### src/rtl/card_reader_validator.sv
// Wiegand-style card frame receiver: parity check, allow-list search, and
// grant/deny/error reporting towards the door controller.
module card_reader_validator #(
    parameter int ID_W        = 24,
    parameter int NUM_IDS     = 8,
    parameter int ADDR_W      = 3,
    parameter int TIMEOUT     = 1000,
    parameter int HOLD_CYCLES = 16
) (
    input  logic              clk,
    input  logic              reset,
    input  logic              bit_in,
    input  logic              bit_strobe,
    input  logic              prog_we,
    input  logic [ADDR_W-1:0] prog_addr,
    input  logic [ID_W-1:0]   prog_id,
    input  logic              prog_en,
    output logic              card_valid,
    output logic              card_denied,
    output logic              frame_err,
    output logic              busy
);

    localparam int FRAME_W = ID_W + 2;
    localparam int HALF    = ID_W / 2;
    localparam int CNT_W   = $clog2(FRAME_W + 1);
    localparam int GAP_W   = (TIMEOUT > 1) ? $clog2(TIMEOUT) : 1;
    localparam int HOLD_W  = (HOLD_CYCLES > 1) ? $clog2(HOLD_CYCLES) : 1;

    typedef enum logic [2:0] {
        IDLE,
        RECV,
        CHECK,
        SEARCH,
        GRANT,
        DENY
    } state_t;

    state_t              state, state_d;
    logic [CNT_W-1:0]    bit_cnt, bit_cnt_d;
    logic [GAP_W-1:0]    gap_cnt, gap_cnt_d;
    logic [HOLD_W-1:0]   hold_cnt, hold_cnt_d;
    logic [ADDR_W-1:0]   idx, idx_d;
    logic [FRAME_W-1:0]  shift_reg, shift_reg_d;
    logic [ID_W-1:0]     id_q, id_d;
    logic                card_valid_d, card_denied_d, frame_err_d;

    logic [ID_W-1:0]     ids [NUM_IDS];
    logic [NUM_IDS-1:0]  id_en;

    logic [ID_W-1:0]     rx_id;
    logic                parity_ok;
    logic                entry_match;
    logic                prog_hit;

    // Frame layout after the last shift: {even parity, ID, odd parity}.
    assign rx_id     = shift_reg[ID_W:1];
    assign parity_ok = ~(shift_reg[FRAME_W-1] ^ (^rx_id[ID_W-1:HALF]))
                     &  (shift_reg[0] ^ (^rx_id[HALF-1:0]));

    assign entry_match = id_en[idx] && (ids[idx] == id_q);
    assign prog_hit    = prog_we && ({1'b0, prog_addr} < (ADDR_W + 1)'(NUM_IDS));
    assign busy        = (state != IDLE) && (state != RECV);

    // NOTE: the ID storage has no reset; an entry is meaningless until its valid bit is set.
    always_ff @(posedge clk) begin
        if (prog_hit) begin
            ids[prog_addr] <= prog_id;
        end
    end

    always_ff @(posedge clk or negedge reset) begin
        if (!reset) begin
            id_en <= '0;
        end else if (prog_hit) begin
            id_en[prog_addr] <= prog_en;
        end
    end

    // NOTE: every signal is given a default first so no path leaves it unassigned (no latches).
    always_comb begin
        state_d       = state;
        bit_cnt_d     = bit_cnt;
        gap_cnt_d     = gap_cnt;
        hold_cnt_d    = hold_cnt;
        idx_d         = idx;
        shift_reg_d   = shift_reg;
        id_d          = id_q;
        card_valid_d  = 1'b0;
        card_denied_d = 1'b0;
        frame_err_d   = 1'b0;

        case (state)
            IDLE: begin
                gap_cnt_d = '0;
                if (bit_strobe) begin
                    shift_reg_d = {shift_reg[FRAME_W-2:0], bit_in};
                    bit_cnt_d   = CNT_W'(1);
                    state_d     = RECV;
                end
            end
            RECV: begin
                if (bit_strobe) begin
                    shift_reg_d = {shift_reg[FRAME_W-2:0], bit_in};
                    gap_cnt_d   = '0;
                    if (bit_cnt == CNT_W'(FRAME_W - 1)) begin
                        bit_cnt_d = '0;
                        state_d   = CHECK;
                    end else begin
                        bit_cnt_d = bit_cnt + 1'b1;
                    end
                end else if (gap_cnt == GAP_W'(TIMEOUT - 1)) begin
                    frame_err_d = 1'b1;
                    bit_cnt_d   = '0;
                    gap_cnt_d   = '0;
                    state_d     = IDLE;
                end else begin
                    gap_cnt_d = gap_cnt + 1'b1;
                end
            end
            CHECK: begin
                if (parity_ok) begin
                    id_d    = rx_id;
                    idx_d   = '0;
                    state_d = SEARCH;
                end else begin
                    frame_err_d = 1'b1;
                    state_d     = IDLE;
                end
            end
            SEARCH: begin
                if (entry_match) begin
                    card_valid_d = 1'b1;
                    hold_cnt_d   = '0;
                    state_d      = GRANT;
                end else if (idx == ADDR_W'(NUM_IDS - 1)) begin
                    card_denied_d = 1'b1;
                    state_d       = DENY;
                end else begin
                    idx_d = idx + 1'b1;
                end
            end
            GRANT: begin
                if (hold_cnt == HOLD_W'(HOLD_CYCLES - 1)) begin
                    state_d = IDLE;
                end else begin
                    card_valid_d = 1'b1;
                    hold_cnt_d   = hold_cnt + 1'b1;
                end
            end
            DENY: begin
                state_d = IDLE;
            end
            default: begin
                state_d = IDLE;
            end
        endcase
    end

    // NOTE: sequential state uses non-blocking assignments so all flops update together.
    always_ff @(posedge clk or negedge reset) begin
        if (!reset) begin
            state       <= IDLE;
            bit_cnt     <= '0;
            gap_cnt     <= '0;
            hold_cnt    <= '0;
            idx         <= '0;
            shift_reg   <= '0;
            id_q        <= '0;
            card_valid  <= 1'b0;
            card_denied <= 1'b0;
            frame_err   <= 1'b0;
        end else begin
            state       <= state_d;
            bit_cnt     <= bit_cnt_d;
            gap_cnt     <= gap_cnt_d;
            hold_cnt    <= hold_cnt_d;
            idx         <= idx_d;
            shift_reg   <= shift_reg_d;
            id_q        <= id_d;
            card_valid  <= card_valid_d;
            card_denied <= card_denied_d;
            frame_err   <= frame_err_d;
        end
    end

endmodule
### config.mk
export PLATFORM = sky130hd
export DESIGN_NAME = card_reader_validator
export DESIGN_NICKNAME = d
export VERILOG_FILES = /design/src/rtl/card_reader_validator.sv
export SDC_FILE = /design/constraint.sdc
export NUM_CORES = 1
export LEC_CHECK = 0
export BUFFER_PORTS_ARGS = -buffer_cell sky130_fd_sc_hd__buf_2
export CELL_PAD_IN_SITES_DETAIL_PLACEMENT = 1
export CELL_PAD_IN_SITES_GLOBAL_PLACEMENT = 1
export CORE_UTILIZATION = 45
export CTS_BUF_LIST = sky130_fd_sc_hd__clkbuf_16
export CTS_CLUSTER_SIZE = 8
export DETAILED_ROUTE_END_ITERATION = 12
export PLACE_DENSITY_LB_ADDON = 0.1
export SETUP_SLACK_MARGIN = 0.4
export SKIP_CTS_REPAIR_TIMING = 1
export SYNTH_ARGS = -nofsm -noshare
export SYNTH_HDL_FRONTEND = slang
export SYNTH_SLANG_ARGS = --single-unit
### constraint.sdc
create_clock -name clk -period 2.5 [get_ports clk]
set_input_delay 0.125 -clock clk [delete_from_list [all_inputs] [get_ports clk]]
set_output_delay 0.125 -clock clk [all_outputs]
set_load 0.02 [all_outputs]
==> run summary <==
Final setup vio count: 12
Root Driver: clkbuf_16
# rows: 58
Final WL: 26.65 mm
Final min period: 2826 ps
H-tree depth: 2
Die span in y: 162.7 um
Sequential share of the synthesized area: 68.16%
Fmax: 353.9 MHz
Avg WL per Cell: 22.10 um
Global-route wire length before repair: 39.76 mm
Synthesized area: 11620 um^2
DRT iter0 DRCs: 370
FF/Latch Area: 7928 um^2
Layout Cells excl Fill: 1206
RSZ-0062 raised after global routing: true
Fin crit share: 113.0%
HP Class: in -> reg
I/O pin count: 37
Fin. Hold Viols: 0
Commonest cells in the netlist: edfxtp_1, dfrtp_1, mux2_2
Max_cap viols: 0
DRC Markers: 0
Avg Cell Area, Syn: 16.76 um^2
Pre-antenna DRT Iters: 4
Placed cell count: 1091
Clock skew: 20.82 ps
Syn Nets: 732
Area grow syn2layout: 25.29%
Hold path depth: 3
Die area: 26460 um^2
Final HPWL DP: 16.71 mm
Fill cells: 2321
Yosys warnings: 0
Slew @ Worst Pin: 588.8 ps
NumNets Final: 888
Critical path class: reg -> reg
Worst VDD drop: 0.0008594 V
Slew Viols, Final: 0
Critical path required time: 2890 ps
Worst-path maximum fanout: 7
Multi-input gate area: 3785 um^2
Die W: 162.7 um
Pre-CTS setup slack: -634.9 ps
Clock tree buffer depth: 3
Diodes inserted: 0
Violated checks: setup timing
ANT nets after route: 0
Initial Util: 46.00%
Netlist cell types: 53
Fin Setup TNS: -3002 ps
Via/cell ratio: 5.370
Ys flop type: edfxtp_1
Buffers on Ports: 36
Mapped Cells: 693
DR vias: 6476
CTS buffer count: 40
Number of global-route vias before repair: 6882
Floorplan core area: 25250 um^2
R2r worst-path depth: 9
Final setup margin: -325.5 ps
Pwr/cell area: 1114 nW/um^2
Number of flip-flops in the largest register: 192
Final design utilization: 57.63%
Cell leakage power: 5.635 nW
Count leader, synth: edfxtp_1
Remaining Overflow, GRT: 0
Antenna violations before repair: 0
Top post-synthesis cells by area: edfxtp_1, dfrtp_1, mux2_2
Placer Congestion: 0.7817
Clk slew on worst S/H paths: 50 ps
Status: finished with violations
Clock sinks: 278
Yosys top cell by area: edfxtp_1
Number of synthesized flops with an enable pin: 192
Post-synth ARST share: 30.94%
Gr usage total: 20.04%
#FFs+latches synth: 278
Worst EP arrival: 3210 ps
Share of layout cells above drive strength 1: 33.45%
Worst setup SP type: flip-flop
Share of Yosys cell area claimed by the top area cell type: 49.63%
Critical Path Sink Type: flip-flop
Rel. slew slack: 60.75%
Worst skew pair latency: 520 ps
Pin count of the biggest net entering global routing: 46
CTS tree: built
[through the flow]
step                      area [um^2]  power, mW  hold slack, ps
after floorplan                 11730      9.285          -170.6
after global placement          12730      10.56           149.9
after detailed placement        12730      10.72           163.0
after CTS                       13890      15.65          -389.9
after global routing            14550      16.98           55.28
final                           14550      16.21           53.35
[worst paths after layout]
| path | from | end | slack, ps |
|---|---|---|---|
| max in group asynchronous | reset | shift_reg[16] | 1660 |
| min in group asynchronous | reset | gap_cnt[4] | 160 |
| min reg2reg | id_en[5] | id_en[5] | 500 |
| max reg2reg | idx[1] | hold_cnt[0] | -330 |
| min | bit_strobe | bit_cnt[0] | 50 |
| max | idx[1] | hold_cnt[0] | -330 |
[metal layers]
layer / track usage [%] / wire (um) / vias to the layer above
li1: - / - / 2980
met3: 3.361 / 888 / 35
met2: 33.02 / 13290 / 103
met1: 27.55 / 12030 / 3358
met4: 5.523 / 451 / 0
met5: 0 / 0 / -
[layout by cell type (no fill, tap or decap), types with 3 or more instances in the layout]
cell	n
nand2_1	32
mux2_2	42
ha_1	6
buf_2	35
nand3_1	4
a211oi_1	3
inv_1	28
xor2_1	19
dlygate4sd3_1	27
nand4b_1	4
and3_1	6
nand4_1	6
mux2_1	6
or3_1	4
buf_12	15
o21ai_1	4
mux2i_2	5
mux2i_1	44
clkbuf_16	43
mux4_2	27
nor2_1	14
nand2b_1	11
nor4_4	3
buf_4	57
a22o_1	7
a21o_1	3
dfrtp_1	82
nor2_2	10
xnor2_1	28
o21ai_0	20
o22ai_1	6
nor2b_1	6
and2_1	4
mux2_4	25
edfxtp_1	192
[kinds of logic after synthesis]
| group | synth area share, % |
|---|---|
| fa+ha+maj | 0.6463 |
| xor+xnor | 3.695 |
| simple gates | 6.140 |
| flops | 68.16 |
| mux | 16.53 |
| compound gates | 3.447 |
| buf+inv | 1.379 |
[where the power goes]
part / internal (mW) / switching (mW) / leakage (nW)
logic: 2.89 / 2.48 / 2.11
clock network: 2.95 / 1.92 / 0.660
registers: 5.47 / 0.511 / 2.86
total: 11.3 / 4.91 / 5.63
[area by class of cell]
| cell class | instances | area share (%) |
|---|---|---|
| multi-input cells | 387 | 26.01 |
| inverters | 4 | 0.1032 |
| repair buffers | 138 | 8.588 |
| clock buffers | 41 | 7.049 |
| flip-flops and latches | 278 | 54.47 |
| well taps | 330 | 2.837 |
| clock inverters | 28 | 0.9457 |
[worst max-delay path, cell delays in order (launching register included)]
cell and delay (ps):
dfrtp_4 490, buf_12 140, mux4_2 520, mux2i_2 270, xnor2_1 100, nor4_1 320
nand4_1 230, nand4b_4 300, o21ai_2 210, mux2i_1 90
No activity file was read; power rests on OpenSTA's default activity.
